`config.mk`:
```
export PLATFORM = sky130hd
export DESIGN_NAME = unidade_acesso_memoria_flat
export DESIGN_NICKNAME = d
export VERILOG_FILES = /design/src/rtl/unidade_acesso_memoria_pkg.sv /design/src/rtl/unidade_acesso_memoria_if.sv /design/src/rtl/unidade_acesso_memoria_alinhador_bytes.sv /design/src/rtl/unidade_acesso_memoria.sv /design/src/flat_wrapper.sv
export SDC_FILE = /design/constraint.sdc
export NUM_CORES = 1
export LEC_CHECK = 0
export CORE_UTILIZATION = 30
export CTS_CLUSTER_SIZE = 12
export DETAILED_ROUTE_END_ITERATION = 16
export GPL_TIMING_DRIVEN = 0
export SKIP_LAST_GASP = 1
export SLEW_MARGIN = 20
export SYNTH_ARGS = -nofsm -noshare
export SYNTH_HDL_FRONTEND = slang
export SYNTH_SLANG_ARGS = --single-unit
```
`constraint.sdc`:
```
create_clock -name Clock -period 7.1 [get_ports Clock]
set_input_delay 1.065 -clock Clock [delete_from_list [all_inputs] [get_ports Clock]]
set_output_delay 1.065 -clock Clock [all_outputs]
set_load 0.1 [all_outputs]
```
`src/rtl/unidade_acesso_memoria_pkg.sv`:
```
// Shared types for the load/store unit:
// operation and state encodings, alignment helpers.
package pacote_memoria;

  typedef enum logic [2:0] {
    OP_LW  = 3'b000,
    OP_LH  = 3'b001,
    OP_LHU = 3'b010,
    OP_LB  = 3'b011,
    OP_LBU = 3'b100,
    OP_SW  = 3'b101,
    OP_SH  = 3'b110,
    OP_SB  = 3'b111
  } op_t;

  typedef enum logic [1:0] {
    OCIOSO    = 2'b00,
    LEITURA   = 2'b01,
    ESCRITA   = 2'b10,
    CONCLUIDO = 2'b11
  } estado_t;

  function automatic logic eh_escrita(op_t op);
    return op inside {OP_SW, OP_SH, OP_SB};
  endfunction

  function automatic logic eh_palavra(op_t op);
    return op inside {OP_LW, OP_SW};
  endfunction

  function automatic logic eh_meia(op_t op);
    return op inside {OP_LH, OP_LHU, OP_SH};
  endfunction

  function automatic logic desalinhado(
    op_t        op,
    logic [1:0] a
  );
    return (eh_palavra(op) && (a != 2'b00)) ||
           (eh_meia(op) && a[0]);
  endfunction

endpackage

```
`src/rtl/unidade_acesso_memoria_if.sv`:
```
// Processor-side request bus plus the
// word-wide data memory port.
interface unidade_acesso_memoria_if;

  logic        Iniciar;
  logic [2:0]  Operacao;
  logic [31:0] Endereco;
  logic [31:0] DadosEntrada;
  logic        Ocupado;
  logic        Pronto;
  logic [31:0] DadosSaida;
  logic        ErroAlinhamento;
  logic [31:0] MemEndereco;
  logic [31:0] MemDadosEscrita;
  logic        MemWrite;
  logic        MemRead;
  logic [31:0] MemDadosLidos;

  modport master (
    output Iniciar, Operacao, Endereco,
    output DadosEntrada, MemDadosLidos,
    input  Ocupado, Pronto, DadosSaida,
    input  ErroAlinhamento, MemEndereco,
    input  MemDadosEscrita, MemWrite, MemRead
  );

  modport slave (
    input  Iniciar, Operacao, Endereco,
    input  DadosEntrada, MemDadosLidos,
    output Ocupado, Pronto, DadosSaida,
    output ErroAlinhamento, MemEndereco,
    output MemDadosEscrita, MemWrite, MemRead
  );

endinterface

```
`src/rtl/unidade_acesso_memoria_alinhador_bytes.sv`:
```
// Lane extraction with extension for loads and
// lane merge into a read word for sub-word stores.
module alinhador_bytes
  import pacote_memoria::*;
(
  input  op_t         op_i,
  input  logic [1:0]  desloc_i,
  input  logic [31:0] palavra_i,
  input  logic [15:0] dados_i,
  output logic [31:0] carga_o,
  output logic [31:0] mescla_o
);

  logic [4:0]  idx_b;
  logic [4:0]  idx_h;
  logic [7:0]  byte_sel;
  logic [15:0] meia_sel;

  // little-endian lane select and extension/merge
  always_comb begin
    idx_b    = {desloc_i, 3'b000};
    idx_h    = {desloc_i[1], 4'b0000};
    byte_sel = palavra_i[idx_b +: 8];
    meia_sel = palavra_i[idx_h +: 16];
    case (op_i)
      OP_LH:   carga_o = {{16{meia_sel[15]}}, meia_sel};
      OP_LHU:  carga_o = {16'h0000, meia_sel};
      OP_LB:   carga_o = {{24{byte_sel[7]}}, byte_sel};
      OP_LBU:  carga_o = {24'h000000, byte_sel};
      default: carga_o = palavra_i;
    endcase
    mescla_o = palavra_i;
    if (op_i == OP_SH)
      mescla_o[idx_h +: 16] = dados_i;
    else if (op_i == OP_SB)
      mescla_o[idx_b +: 8] = dados_i[7:0];
  end

endmodule

```
`src/rtl/unidade_acesso_memoria.sv`:
```
// Load/store initiator: one request at a time,
// sub-word stores done as read-modify-write.
module unidade_acesso_memoria
  import pacote_memoria::*;
(
  input  logic Clock,
  input  logic ResetN,
  unidade_acesso_memoria_if.slave bus
);

  estado_t     estado_q, estado_d;
  op_t         op_q, op_d;
  logic [31:0] end_q, end_d;
  logic [15:0] dados_q, dados_d;
  logic [31:0] escrita_q, escrita_d;
  logic [31:0] saida_q, saida_d;
  logic        erro_q, erro_d;
  logic [31:0] carga;
  logic [31:0] mescla;
  op_t         op_in;

  assign op_in = op_t'(bus.Operacao);

  alinhador_bytes u_alinhador (
    .op_i      (op_q),
    .desloc_i  (end_q[1:0]),
    .palavra_i (bus.MemDadosLidos),
    .dados_i   (dados_q),
    .carga_o   (carga),
    .mescla_o  (mescla)
  );

  // next state and request/result capture
  always_comb begin
    estado_d  = estado_q;
    op_d      = op_q;
    end_d     = end_q;
    dados_d   = dados_q;
    escrita_d = escrita_q;
    saida_d   = saida_q;
    erro_d    = erro_q;
    unique case (estado_q)
      OCIOSO: begin
        if (bus.Iniciar) begin
          op_d    = op_in;
          end_d   = bus.Endereco;
          dados_d = bus.DadosEntrada[15:0];
          erro_d  = 1'b0;
          if (desalinhado(op_in,
                          bus.Endereco[1:0])) begin
            erro_d   = 1'b1;
            estado_d = CONCLUIDO;
          end else if (op_in == OP_SW) begin
            escrita_d = bus.DadosEntrada;
            estado_d  = ESCRITA;
          end else begin
            estado_d = LEITURA;
          end
        end
      end
      LEITURA: begin
        if (eh_escrita(op_q)) begin
          escrita_d = mescla;
          estado_d  = ESCRITA;
        end else begin
          saida_d  = carga;
          estado_d = CONCLUIDO;
        end
      end
      ESCRITA:   estado_d = CONCLUIDO;
      CONCLUIDO: estado_d = OCIOSO;
    endcase
  end

  // state and request registers
  always_ff @(posedge Clock or negedge ResetN) begin
    if (!ResetN) begin
      estado_q  <= OCIOSO;
      op_q      <= OP_LW;
      end_q     <= '0;
      dados_q   <= '0;
      escrita_q <= '0;
      saida_q   <= '0;
      erro_q    <= 1'b0;
    end else begin
      estado_q  <= estado_d;
      op_q      <= op_d;
      end_q     <= end_d;
      dados_q   <= dados_d;
      escrita_q <= escrita_d;
      saida_q   <= saida_d;
      erro_q    <= erro_d;
    end
  end

  assign bus.Ocupado         = estado_q != OCIOSO;
  assign bus.Pronto          = estado_q == CONCLUIDO;
  assign bus.MemRead         = estado_q == LEITURA;
  assign bus.MemWrite        = estado_q == ESCRITA;
  assign bus.MemEndereco     = {end_q[31:2], 2'b00};
  assign bus.MemDadosEscrita = escrita_q;
  assign bus.DadosSaida      = saida_q;
  assign bus.ErroAlinhamento = erro_q;

endmodule

```
`src/flat_wrapper.sv`:
```
// flat-port wrapper written by rule: the top's interface ports become plain ports
module unidade_acesso_memoria_flat import pacote_memoria::*;
  (Clock, ResetN, bus_Iniciar, bus_Operacao, bus_Endereco, bus_DadosEntrada, bus_MemDadosLidos, bus_Ocupado, bus_Pronto, bus_DadosSaida, bus_ErroAlinhamento, bus_MemEndereco, bus_MemDadosEscrita, bus_MemWrite, bus_MemRead);
  unidade_acesso_memoria_if bus_i ();
  input  logic Clock;
  input  logic ResetN;
  input wire logic [$bits(bus_i.Iniciar)-1:0] bus_Iniciar;
  input wire logic [$bits(bus_i.Operacao)-1:0] bus_Operacao;
  input wire logic [$bits(bus_i.Endereco)-1:0] bus_Endereco;
  input wire logic [$bits(bus_i.DadosEntrada)-1:0] bus_DadosEntrada;
  input wire logic [$bits(bus_i.MemDadosLidos)-1:0] bus_MemDadosLidos;
  output wire logic [$bits(bus_i.Ocupado)-1:0] bus_Ocupado;
  output wire logic [$bits(bus_i.Pronto)-1:0] bus_Pronto;
  output wire logic [$bits(bus_i.DadosSaida)-1:0] bus_DadosSaida;
  output wire logic [$bits(bus_i.ErroAlinhamento)-1:0] bus_ErroAlinhamento;
  output wire logic [$bits(bus_i.MemEndereco)-1:0] bus_MemEndereco;
  output wire logic [$bits(bus_i.MemDadosEscrita)-1:0] bus_MemDadosEscrita;
  output wire logic [$bits(bus_i.MemWrite)-1:0] bus_MemWrite;
  output wire logic [$bits(bus_i.MemRead)-1:0] bus_MemRead;
  assign bus_i.Iniciar = bus_Iniciar;
  assign bus_i.Operacao = bus_Operacao;
  assign bus_i.Endereco = bus_Endereco;
  assign bus_i.DadosEntrada = bus_DadosEntrada;
  assign bus_i.MemDadosLidos = bus_MemDadosLidos;
  assign bus_Ocupado = bus_i.Ocupado;
  assign bus_Pronto = bus_i.Pronto;
  assign bus_DadosSaida = bus_i.DadosSaida;
  assign bus_ErroAlinhamento = bus_i.ErroAlinhamento;
  assign bus_MemEndereco = bus_i.MemEndereco;
  assign bus_MemDadosEscrita = bus_i.MemDadosEscrita;
  assign bus_MemWrite = bus_i.MemWrite;
  assign bus_MemRead = bus_i.MemRead;
  unidade_acesso_memoria u_core (.Clock(Clock), .ResetN(ResetN), .bus(bus_i));
endmodule
```
* Word level (Yosys, flattened, before mapping)
Index checks and enable logic that the tools add are counted.
** Storage, ports and cells
- Output and inout bits :: 101
- Register bits after elaboration :: 118
- Logic and storage cells :: 64
** Cells by class
- Equal/unequal tests :: 18
- Shifts and indexed selects :: 6
- Reductions and logical operators :: 14
- Add/subtract/negate cells :: 2
- Mux-type cells :: 16
- Bitwise operators :: 1
** Operators with widths (number)
- $mux W32 :: 6
- $pmux W32 S4 :: 1
- $bwmux W32 :: 2
- $pmux W32 S2 :: 1
- $shift A16 B7 Y32 const A :: 1
- $shift A8 B7 Y32 const A :: 1
- $shiftx A16 B7 Y32 :: 1
- $shiftx A32 B6 Y16 :: 1
- $shiftx A32 B6 Y8 :: 1
- $shiftx A8 B7 Y32 :: 1
- $eq A3 B3 Y1 const B :: 6
- $neg A5 Y7 :: 2
- $eq A3 B2 Y1 const B :: 3
- $pmux W2 S4 :: 1
- $reduce_bool A2 Y1 :: 4
- $eq A3 B1 Y1 const B :: 2
- $mux W2 :: 3
- $reduce_bool A3 Y1 :: 2
- $reduce_and A5 Y1 :: 1
- $eq A2 B2 Y1 const B :: 2
- $ne A2 B1 Y1 const B :: 2
- $ne A2 B2 Y1 const B :: 2
- $reduce_and A2 Y1 :: 2
- $logic_not A3 Y1 :: 1
- 6 further kinds :: 8

* Logic depth before layout (Yosys ltp)
- Depth in word-level cells :: 7
- Gate-level depth with buffers :: 9

* Cells and area by module
Synthesis repeated with hierarchy kept, for this count alone.
** Unflattened totals
- Cell total of the unflattened synthesis :: 654
- Area, all modules :: 6937.9 um^2
** Modules (own cells, without submodules)
- unidade_acesso_memoria :: instances 1, cells an instance 390, sequential area each 2952.8 um^2, area an instance 5119.9 um^2
- alinhador_bytes :: instances 1, cells an instance 264, sequential area each 0.0 um^2, area an instance 1818.0 um^2

* Worst setup path after synthesis
Ideal clock, no wire load.
- Path type :: register -> register
- Start point :: register u_core.estado_q[1]
- End point :: register u_core.escrita_q[29], in the netlist u_core.bus.MemDadosEscrita[29]
- Data required time :: 7017 ps
- Period minus slack after synthesis :: 2526 ps
- Buffers on the path :: 3
- Cell stages (with the launch flop) :: 8
- Arrival :: 2443 ps
- Path slack :: 4574 ps
- Cell sequence :: dfrtp_1 > inv_1 > ha_1 > buf_2 > clkbuf_1 > clkbuf_1 > o221ai_1 > a31oi_1
** Between the ends
- Longest elaborated chain between the ends :: 3
- Elaborated cells on any way between the ends :: 9
- Those cells by class :: eq/ne (5); mux (1); reduce/logical (3)
** RTL lines
- from (decl) :: line unidade_acesso_memoria.sv:11 : estado_t estado_q, estado_d;
- from (signal assigned) :: line unidade_acesso_memoria.sv:86 : estado_q <= estado_d;
- $eq A2 B1 Y1 (*)
- via bus_MemRead :: line flat_wrapper.sv:19 : output wire logic [$bits(bus_i.MemRead)-1:0] bus_MemRead;
- $ne A2 B1 Y1 (no source line) or $reduce_bool A2 Y1 (tied branches)
- $reduce_and A5 Y1 (no source line)
- to (signal assigned) :: line unidade_acesso_memoria.sv:90 : escrita_q <= escrita_d;
- to (decl) :: line unidade_acesso_memoria.sv:15 : logic [31:0] escrita_q, escrita_d;
Mark *: on every way through the listed nets, which the timed path passes. The rest lies on a longest branch.
A chain may end at the register's enable or synchronous reset.

* Worst setup path after layout
- Start point :: register u_core.estado_q[0]
- End point :: output port bus_Ocupado
** Between the ends
- Longest elaborated chain between the ends :: 1
** RTL lines
- $reduce_bool A2 Y1 :: line unidade_acesso_memoria.sv:96 : assign bus.Ocupado = estado_q != OCIOSO;
- to (decl) :: line flat_wrapper.sv:12 : output wire logic [$bits(bus_i.Ocupado)-1:0] bus_Ocupado;
No other way between the ends.

==> metrics.txt <==
cell row count 57; max_cap viols 0; largest net degree at the start of global routing 81; Worst Path Max Fanout 6; type of the tightest min-delay check reg -> reg; reg2reg setup slack roughly 4.3 ns; met2 Usage GRT between 30 and 40%; post-synthesis cell type count 51; layout cells sized above 1 around 17%; hold bufs inserted after CTS 0; Clock Latency Late Sink between 0.4 and 0.5 ns; Core ar. between 0.02 and 0.025 mm2; Residual DRC 0; asr flop ratio synth 100%; DP Worst Slack 3.71 ns; Hold Path Sink u_core.bus.DadosSaida[5]$_DFFE_PN0P_; Crit. End Element output pin; WHS Path Cells 2; gr busiest metal met2; CP startpoint kind flop; antenna violations before repair 0; clock tree root driver cell clkbuf_16; Non-Filler Instances around 1300; Post-DP Area about 0.0099 mm2; met3 GRT Util 6.73%; ys flop type dfrtp_1; Worst R2R End u_core.bus.MemDadosEscrita[23]$_DFFE_PN0P_; Slew @ Worst Pin a little over 1 ns; commonest non-fill, non-tap cell in the layout clkdlybuf4s50_1; Final Cell Area around 0.010 mm2; clk_skew 0.00989 ns; first-pass GRT wire length roughly 42000 um; clock-pin slew on the worst setup and hold paths approximately 0.06 ns; worst r2r path cells 9; CTS tree built; final setup violating endpoints 0; Mean Syn Cell Area between 9 and 10 um2; ANT cells 0; Nets roughly 1100; Overflow after GRT 0; worst setup path class reg -> out; Total Wirelength between 20000 and 30000 um; Worst Min Path Start u_core.bus.DadosSaida[5]$_DFFE_PN0P_; smallest setup slack after layout between 3 and 4 ns; commonest cells after routing, fill and taps aside clkdlybuf4s50_1, dfrtp_1, a21oi_1; Die ar. about 0.025 mm2; num ports roughly 200; Clock Sinks between 100 and 150; number of synthesized flops with an enable pin 0; Area Growth Syn to Fin 39.7%; Tmin final 3.52 ns; M1 GR Usage between 20 and 30%; Reg-to-Reg Start u_core.end_q[0]$_DFFE_PN0P_; htree depth 4; DR vias/cell ~5.4; Yosys reg bits 118; chip width 160 um; DRT antenna net count 0; post-synthesis sequential area ratio between 30% and 40%; Num CTS Buffers 17; First-pass DRT Iterations 5; synth warn 0; GPL Wtd Cong 0.934; die height 160 um; fmax 284 MHz; Post-CTS Setup Inserts 0; area of the mapped netlist between 0.007 and 0.008 mm2; vias in the first global route just over 7000; Period Utilization, post-route between 40% and 50%; Worst Path Arrival between 2 and 2.5 ns; Slew HR between 30% and 40%; gr usage total 21.4%; Initial Utilization a little under a third; input/output buffers 200; clk buf depth 2; post_cts resized 0; initial drt markers slightly above 500; WL per Instance between 20 and 25 um; outcome finished clean; placed cell count 1315; Mapped Cells 789; Data required, critical path 6.03 ns; Detailed Place HPWL about 20000 um; RSZ-0062 raised after global routing no; Max Slew Vio Count 0; Vias slightly above 7000; final hold violations 0
-- synth_stat cells, types with 20 or more instances --
cell	number	area share [%]
inv_1	29	1.5
o221ai_1	29	3.4
a21oi_1	74	5.0
mux2_2	59	8.9
nor2_1	39	2.0
dfrtp_1	118	40
nand2_1	66	3.3
buf_4	39	3.9
o21ai_0	47	3.2
nand2b_1	36	3.0
buf_2	20	1.3
clkbuf_1	36	1.8
nand3_1	27	1.8
-- worst max-delay path by stage --
stage / start / to / slack, ns / cells past startpoint
after floorplan: u_core.estado_q[1]$_DFFE_PN0P_ / u_core.bus.MemDadosEscrita[29]$_DFFE_PN0P_ / 4.57 / 7
after global placement: ResetN / u_core.bus.DadosSaida[18]$_DFFE_PN0P_ / -0.16 / 1
after detailed placement: bus_Iniciar / u_core.bus.MemDadosEscrita[13]$_DFFE_PN0P_ / 3.71 / 6
after CTS: u_core.estado_q[0]$_DFFE_PN0P_ / bus_Ocupado / 3.57 / 4
after global routing: u_core.estado_q[0]$_DFFE_PN0P_ / bus_Ocupado / 3.47 / 4
final: u_core.estado_q[0]$_DFFE_PN0P_ / bus_Ocupado / 3.58 / 4
-- state kept, by name, summed over array words and instances, names as in the netlist --
register,flops
u_core.end_q,32
u_core.op_q,3
u_core.bus.DadosSaida,32
u_core.dados_q,16
u_core.estado_q,2
u_core.bus.MemDadosEscrita,32
u_core.bus.ErroAlinhamento,1
-- critical path, stage by stage (launching register included) --
cell             delay (ns)
dfrtp_1                0.37
inv_1                  0.09
ha_1                   0.28
inv_1                  0.12
clkdlybuf4s50_1        1.17
-- per-layer routing --
layer  wire length [um]  vias to the layer above
li1                   -                     3303
met1              11900                     3518
met2              12100                      361
met3               2550                       32
met4                561                        0
met5                  0                        -
-- per-stage QoR --
step	utilization (%)	hold WS (ns)	setup TNS (ns)
5_1_grt	42.8	0.512	0
6_report	42.8	0.484	0
4_1_cts	42.8	0.489	0
3_5_place_dp	40.7	0.477	0
3_3_place_gp	40.6	0.473	-17.76
2_1_floorplan	-	0.481	0
-- cells by family (layout without fill, tap and decap cells) --
group | count (synthesis) | after routing | share of synthesized area, %
AOI/OAI and AO/OA | 234 | 234 | 20.6
and+or+nand+nor | 210 | 210 | 14.2
buffers and inverters | 130 | 361 | 8.94
DFF | 118 | 118 | 39.6
muxes | 85 | 85 | 14.9
adders and majority gates | 9 | 9 | 1.51
xor gates and xnor gates | 2 | 2 | 0.235
other | 1 | 2 | 0.0503
-- cell type report --
cell class	count	area (um2)
Clock buffer	21	460
Fill cell	2430	13900
Inverter	31	116
Tap cell	324	405
Multi-Input combinational cell	542	3840
Clock inverter	9	56.3
Buffer	99	551
Timing Repair Buffer	201	2030
Sequential cell	118	2950
Power is left out: the tool's default activity adds up to more than one toggle a clock period on the data nets, which glitch-free logic cannot reach.
